[src/rtl/id_ex_stage.sv]
// -----------------------------------------------------------------------------
// id_ex_stage
//
// ID/EX pipeline register and load-use hazard unit for a 5-stage MIPS pipeline.
//
// Each cycle the decoded operands and controls from ID are captured and shown
// to EX. The registered Rs/Rt/Rd and reg_write feed the EX forwarding unit.
//
// Three pieces of logic sit in front of the register:
//   - Load-use detection. If the instruction in EX is a load whose result the
//     ID instruction needs, o_stall holds PC and IF/ID for one cycle and a
//     bubble goes into EX.
//   - Branch flush. i_flush squashes the instruction entering EX. Flush has
//     priority over a stall.
//   - Write-first bypass. A value being written back this cycle replaces the
//     stale register-file read for Rs/Rt. Register 0 is never bypassed.
//
// A saturating counter records how many cycles were lost to load-use stalls.
//
// Ports:
//   i_clk, i_rst_n            clock (rising edge), async active-low reset
//   i_flush                   squash the instruction entering EX
//   i_IF_ID_*                 ID instruction: valid, Rs, Rt, Rd
//   i_uses_rt                 ID instruction reads Rt as an operand
//   i_rs_data / i_rt_data     register-file read data
//   i_imm, i_pc               extended immediate, PC+4
//   i_reg_write .. i_alu_op   decoder control bundle
//   i_MEM_WB_*                writeback enable / destination / value
//   o_stall                   combinational hold request to PC and IF/ID
//   o_ID_EX_*                 registered instruction presented to EX
//   o_stall_count             saturating count of load-use stall cycles
// -----------------------------------------------------------------------------
module id_ex_stage #(
   parameter int DATA_W = 32,
   parameter int CNT_W  = 16
) (
   input  logic              i_clk,
   input  logic              i_rst_n,
   input  logic              i_flush,
   input  logic              i_IF_ID_valid,
   input  logic [4:0]        i_IF_ID_Rs,
   input  logic [4:0]        i_IF_ID_Rt,
   input  logic [4:0]        i_IF_ID_Rd,
   input  logic              i_uses_rt,
   input  logic [DATA_W-1:0] i_rs_data,
   input  logic [DATA_W-1:0] i_rt_data,
   input  logic [DATA_W-1:0] i_imm,
   input  logic [DATA_W-1:0] i_pc,
   input  logic              i_reg_write,
   input  logic              i_mem_read,
   input  logic              i_mem_write,
   input  logic              i_mem_to_reg,
   input  logic              i_alu_src,
   input  logic [3:0]        i_alu_op,
   input  logic              i_MEM_WB_reg_write,
   input  logic [4:0]        i_MEM_WB_Rd,
   input  logic [DATA_W-1:0] i_MEM_WB_data,
   output logic              o_stall,
   output logic              o_ID_EX_valid,
   output logic [4:0]        o_ID_EX_Rs,
   output logic [4:0]        o_ID_EX_Rt,
   output logic [4:0]        o_ID_EX_Rd,
   output logic [DATA_W-1:0] o_ID_EX_rs_data,
   output logic [DATA_W-1:0] o_ID_EX_rt_data,
   output logic [DATA_W-1:0] o_ID_EX_imm,
   output logic [DATA_W-1:0] o_ID_EX_pc,
   output logic              o_ID_EX_reg_write,
   output logic              o_ID_EX_mem_read,
   output logic              o_ID_EX_mem_write,
   output logic              o_ID_EX_mem_to_reg,
   output logic              o_ID_EX_alu_src,
   output logic [3:0]        o_ID_EX_alu_op,
   output logic [CNT_W-1:0]  o_stall_count
);

   // Control fields. When these are all zero the EX stage treats the
   // instruction as a no-op.
   typedef struct packed {
      logic       reg_write;
      logic       mem_read;
      logic       mem_write;
      logic       mem_to_reg;
      logic       alu_src;
      logic [3:0] alu_op;
   } ctrl_t;

   // Full ID/EX register contents. An all-zero value is a bubble.
   typedef struct packed {
      logic              valid;
      logic [4:0]        rs;
      logic [4:0]        rt;
      logic [4:0]        rd;
      logic [DATA_W-1:0] rs_data;
      logic [DATA_W-1:0] rt_data;
      logic [DATA_W-1:0] imm;
      logic [DATA_W-1:0] pc;
      ctrl_t             ctrl;
   } id_ex_t;

   id_ex_t            id_ex_q;
   id_ex_t            id_ex_d;
   logic              hz;
   logic              rs_hit;
   logic              rt_hit;
   logic              wb_rs_hit;
   logic              wb_rt_hit;
   logic [DATA_W-1:0] rs_d;
   logic [DATA_W-1:0] rt_d;
   logic [CNT_W-1:0]  stall_count_q;

   // ---------------------------------------------------------------------------
   // Load-use hazard detection
   // ---------------------------------------------------------------------------
   // A load targeting $0 produces nothing to wait for, so it can never cause a
   // stall. A match on Rt only counts when the ID instruction actually reads
   // Rt as an operand. For example, sw uses Rt as store data and is handled by
   // forwarding later in the pipe.
   assign rs_hit = (id_ex_q.rd == i_IF_ID_Rs);
   assign rt_hit = i_uses_rt && (id_ex_q.rd == i_IF_ID_Rt);

   assign hz = id_ex_q.valid && id_ex_q.ctrl.mem_read && i_IF_ID_valid &&
               (id_ex_q.rd != 5'd0) && (rs_hit || rt_hit);

   // A taken branch squashes the dependent instruction anyway, so holding
   // IF/ID would only freeze the wrong-path fetch.
   assign o_stall = hz && !i_flush;

   // ---------------------------------------------------------------------------
   // MEM/WB write-first bypass into the operands read in ID
   // ---------------------------------------------------------------------------
   // The register file is written at the end of the cycle, so its read port
   // still returns the old value. Substitute the writeback value here so EX
   // does not need a third forwarding source.
   assign wb_rs_hit = i_MEM_WB_reg_write && (i_MEM_WB_Rd != 5'd0) &&
                      (i_MEM_WB_Rd == i_IF_ID_Rs);
   assign wb_rt_hit = i_MEM_WB_reg_write && (i_MEM_WB_Rd != 5'd0) &&
                      (i_MEM_WB_Rd == i_IF_ID_Rt);

   assign rs_d = wb_rs_hit ? i_MEM_WB_data : i_rs_data;
   assign rt_d = wb_rt_hit ? i_MEM_WB_data : i_rt_data;

   // ---------------------------------------------------------------------------
   // Next register value: flush > stall bubble > capture
   // ---------------------------------------------------------------------------
   always_comb begin
      // NOTE: the whole struct is defaulted before any branch so every path
      //       assigns every bit and no latch is inferred.
      id_ex_d = '0;
      if (!i_flush && !hz) begin
         id_ex_d.valid   = i_IF_ID_valid;
         id_ex_d.rs      = i_IF_ID_Rs;
         id_ex_d.rt      = i_IF_ID_Rt;
         id_ex_d.rd      = i_IF_ID_Rd;
         id_ex_d.rs_data = rs_d;
         id_ex_d.rt_data = rt_d;
         id_ex_d.imm     = i_imm;
         id_ex_d.pc      = i_pc;
         // A non-valid slot must not carry side effects into later stages.
         if (i_IF_ID_valid) begin
            id_ex_d.ctrl.reg_write  = i_reg_write;
            id_ex_d.ctrl.mem_read   = i_mem_read;
            id_ex_d.ctrl.mem_write  = i_mem_write;
            id_ex_d.ctrl.mem_to_reg = i_mem_to_reg;
            id_ex_d.ctrl.alu_src    = i_alu_src;
            id_ex_d.ctrl.alu_op     = i_alu_op;
         end
      end
   end

   // ---------------------------------------------------------------------------
   // Pipeline register
   // ---------------------------------------------------------------------------
   always_ff @(posedge i_clk or negedge i_rst_n) begin
      // NOTE: sequential state uses non-blocking assignments so every flop
      //       samples values from before the edge, whatever the block order.
      if (!i_rst_n) begin
         id_ex_q <= '0;
      end else begin
         id_ex_q <= id_ex_d;
      end
   end

   // ---------------------------------------------------------------------------
   // Stall statistics: saturating, never wraps
   // ---------------------------------------------------------------------------
   always_ff @(posedge i_clk or negedge i_rst_n) begin
      if (!i_rst_n) begin
         stall_count_q <= '0;
      end else if (o_stall && (stall_count_q != '1)) begin
         stall_count_q <= stall_count_q + 1'b1;
      end
   end

   // ---------------------------------------------------------------------------
   // Outputs
   // ---------------------------------------------------------------------------
   assign o_ID_EX_valid      = id_ex_q.valid;
   assign o_ID_EX_Rs         = id_ex_q.rs;
   assign o_ID_EX_Rt         = id_ex_q.rt;
   assign o_ID_EX_Rd         = id_ex_q.rd;
   assign o_ID_EX_rs_data    = id_ex_q.rs_data;
   assign o_ID_EX_rt_data    = id_ex_q.rt_data;
   assign o_ID_EX_imm        = id_ex_q.imm;
   assign o_ID_EX_pc         = id_ex_q.pc;
   assign o_ID_EX_reg_write  = id_ex_q.ctrl.reg_write;
   assign o_ID_EX_mem_read   = id_ex_q.ctrl.mem_read;
   assign o_ID_EX_mem_write  = id_ex_q.ctrl.mem_write;
   assign o_ID_EX_mem_to_reg = id_ex_q.ctrl.mem_to_reg;
   assign o_ID_EX_alu_src    = id_ex_q.ctrl.alu_src;
   assign o_ID_EX_alu_op     = id_ex_q.ctrl.alu_op;
   assign o_stall_count      = stall_count_q;

endmodule

[config.mk]
export PLATFORM = sky130hd
export DESIGN_NAME = id_ex_stage
export DESIGN_NICKNAME = d
export VERILOG_FILES = /design/src/rtl/id_ex_stage.sv
export SDC_FILE = /design/constraint.sdc
export NUM_CORES = 1
export LEC_CHECK = 0
export ABC_AREA = 0
export CORE_AREA = 2 2 141 143
export DETAILED_ROUTE_END_ITERATION = 6
export DIE_AREA = 0 0 143 145
export PLACE_DENSITY = 0.72
export SLEW_MARGIN = 20
export SYNTH_ARGS = -nofsm -noshare
export SYNTH_HDL_FRONTEND = slang
export SYNTH_SLANG_ARGS = --single-unit
[constraint.sdc]
create_clock -name i_clk -period 2.4 [get_ports i_clk]
set_input_delay 0.48 -clock i_clk [delete_from_list [all_inputs] [get_ports i_clk]]
set_output_delay 0.48 -clock i_clk [all_outputs]
set_load 0.01 [all_outputs]
==> flow_summary.json, run 1 <==
{
  "outcome": "finished, final reports clean",
  "hold_class": "input port to flip-flop",
  "finalSetupTns_ps": 0,
  "fin_total_pwr_w": 0.00687,
  "layout_commonest_cell": "clkdlybuf4s50_1",
  "syn_area_per_cell_um2": 12.9,
  "clk_pin_slew_ps": 70,
  "gp_congestion": 0.829,
  "synth_top_cell_by_area": "dfrtp_1",
  "antenna_found_initial": 0,
  "ys_ff_latch": 169,
  "muxShareOfSynthArea": 0.103,
  "ff2ff_path_depth": 7,
  "clock.fmax_mhz": 429,
  "wl_met1_um": 7550,
  "routedWlPerCell_um": 17.0,
  "min_from": "i_IF_ID_Rt[4]",
  "clock_sinks": 169,
  "drtAntennaViolNets": 0,
  "hold_path_depth": 2,
  "final_layout_size_suffix_gt1_frac": 0.0978,
  "reg2reg_to": "o_ID_EX_imm[13]",
  "period_needed_ps": 2330,
  "met3_wirelength_um": 2080,
  "postRouteWirelength_um": 20100,
  "synth_xor_area_frac": 0.0442,
  "fin_nets": 1103,
  "syn_area_um2": 6540,
  "r2r_slack_ps": 320,
  "cts_tree": "yes",
  "tightest_slew_ps": 495,
  "fin_worst_skew_ps": 11.2,
  "path_class": "flip-flop to output port",
  "port_buffers": 364,
  "core-area_um2": 19200,
  "synth-adder-area-share": 0.00191,
  "ir_drop_v": 0.000462,
  "synth_compound_area_frac": 0.00956,
  "cp_data_arrival_time_ps": 1850,
  "rsz0062_at_grt": "no",
  "wl_met2_um": 10100,
  "critPathMaxFanout": 4,
  "die_area_um2": 20700,
  "finalSetupViolCount": 0,
  "synth_top_area_share": 0.646,
  "drtIter0Drc": 174,
  "hold-path-endpoint": "o_ID_EX_Rt[4]",
  "dp.cells": 1150,
  "power_density_nw_per_um2": 601,
  "synth_top_family_by_area": "simple AND/OR/NAND/NOR gates",
  "synth.area.top_cells": "dfrtp_1 (65%), mux2i_1 (9.8%), and2_1 (8.4%)",
  "die_x_um": 143,
  "initial_core_util": 0.341,
  "cts_buffer_depth": 2,
  "synth.distinct_cells": 33,
  "yosysWarnings": 0,
  "io_pins": 365,
  "clk_latency_ps": 420,
  "vias": 5173,
  "rr_startpoint": "o_ID_EX_Rd[1]",
  "hpwl_um": 15400,
  "yosysSeqAreaShare": 0.646,
  "grt_pass1_vias": 5495,
  "period_share": 0.971,
  "startpoint_type": "flip-flop",
  "hold_viol": 0,
  "final_cells": 1185,
  "layout_common_cells": "clkdlybuf4s50_1 (359), dfrtp_1 (166), and2_1 (88)",
  "htreeDepth": 4,
  "cap_violations": 0,
  "die_y_um": 145,
  "cts_buffers": 17,
  "top_layer_used": "met4",
  "diodes": 0,
  "whs_ps": 430,
  "dr.pass1.iters": 4,
  "crit_path_end_kind": "output port",
  "grt_first_pass_wirelength_um": 30600,
  "synthCells": 509,
  "std_cell_rows": 51,
  "worstPathRequired_ps": 1920,
  "area_delta_synth_final_pct": 74.7,
  "postSynthNetCount": 705,
  "drcViolationCount": 0,
  "grt_max_degree": 79,
  "grt_util_all_layers": 0.194,
  "via_per_inst": 4.37,
  "clockRootBuffer": "clkbuf_16",
  "power_leakage_nw": 4.91,
  "relSlewSlack": 0.667,
  "slew_violations": 0,
  "overflow": 0,
  "synth-simple-area-share": 0.175
}
cell type report:
class,instances,area [um^2]
inverter,2,7.51
fill,1578,7770
multi-input combinational,315,2220
clock inverter,14,175
clock buffer,18,439
timing repair buffer,402,4020
sequential,169,4230
tap,265,332
power breakdown:
part	leakage, nW	switching, W	internal (W)
logic	2.42	0.000395	0.000646
registers	2.19	0.0000419	0.00298
clock network	0.298	0.00128	0.00153
total	4.91	0.00172	0.00515
cells in the mapped netlist (all sizes together):
cell / count
a32oi: 1
ha: 1
buf: 17
mux2i: 64
o21bai: 1
dfrtp: 169
xor2: 25
and2: 88
and3: 1
xnor2: 8
nor4: 10
nor4b: 5
or4: 2
inv: 2
mux2: 3
nand2b: 1
nand2: 7
clkbuf: 6
o21ba: 2
o31a: 1
nand3: 12
nor2: 70
nor2b: 1
or2: 1
nand4: 2
o21ai: 2
nor3: 7
worst max-delay path by stage:
| stage | startpoint | end | slack, ps | cells past startpoint |
|---|---|---|---|---|
| floorplan | o_ID_EX_Rd[0] | o_stall | 360 | 5 |
| global placement | i_IF_ID_Rt[3] | o_stall | -360 | 6 |
| detailed placement | i_IF_ID_Rt[3] | o_stall | -360 | 6 |
| CTS | o_ID_EX_Rd[3] | o_stall | 40 | 5 |
| global route | o_ID_EX_Rd[3] | o_stall | 10 | 5 |
| finish | o_ID_EX_Rd[3] | o_stall | 70 | 5 |
critical path, cell delays in order (launching register included):
cell and delay (ps):
dfrtp_1 410, or4_4 530, o21ba_4 220, nand2_1 70
nor2_1 60, buf_2 150
logic make-up (layout without fill, tap and decap cells):
logic type,after synthesis,count (layout)
xor gates and xnor gates,33,33
adders and majority gates,1,1
DFF,169,169
muxes,67,67
buffers and inverters,25,436
AOI/OAI and AO/OA,7,7
and+or+nand+nor,207,207
what timing repair did:
action | in CTS | in global routing
pin swaps | 1 | 3
endpoints found under the setup margin | 1 | 1
hold buffers | 1 | 0
setup buffers | 2 | 0
endpoints found under the hold margin | 31 | 0
resized for setup | 8 | 4
per-stage QoR:
| stage | setup WS [ps] | cell area [um^2] | util |
|---|---|---|---|
| floorplan | 357 | 6540 | - |
| global placement | -363 | 10800 | 0.561 |
| detailed placement | -361 | 10800 | 0.561 |
| CTS | 39.8 | 11400 | 0.595 |
| global route | 9.96 | 11400 | 0.595 |
| finish | 70.2 | 11400 | 0.595 |
routing by layer:
metal	track usage	vias up
met5	0	-
met4	0.0703	0
met3	0.0713	22
met2	0.334	256
met1	0.219	2435
li1	-	2460
Power figures use the tool's default switching activity.
==> run 2: changes to the inputs <==
--- a/config.mk
+++ b/config.mk
@@ -5,7 +5,6 @@
 export SDC_FILE = /design/constraint.sdc
 export NUM_CORES = 1
 export LEC_CHECK = 0
-export ABC_AREA = 0
 export CORE_AREA = 2 2 141 143
 export DETAILED_ROUTE_END_ITERATION = 6
 export DIE_AREA = 0 0 143 145
==> results of run 2 <==
No change in the layout: final DEF, timing and power equal those of run 1.
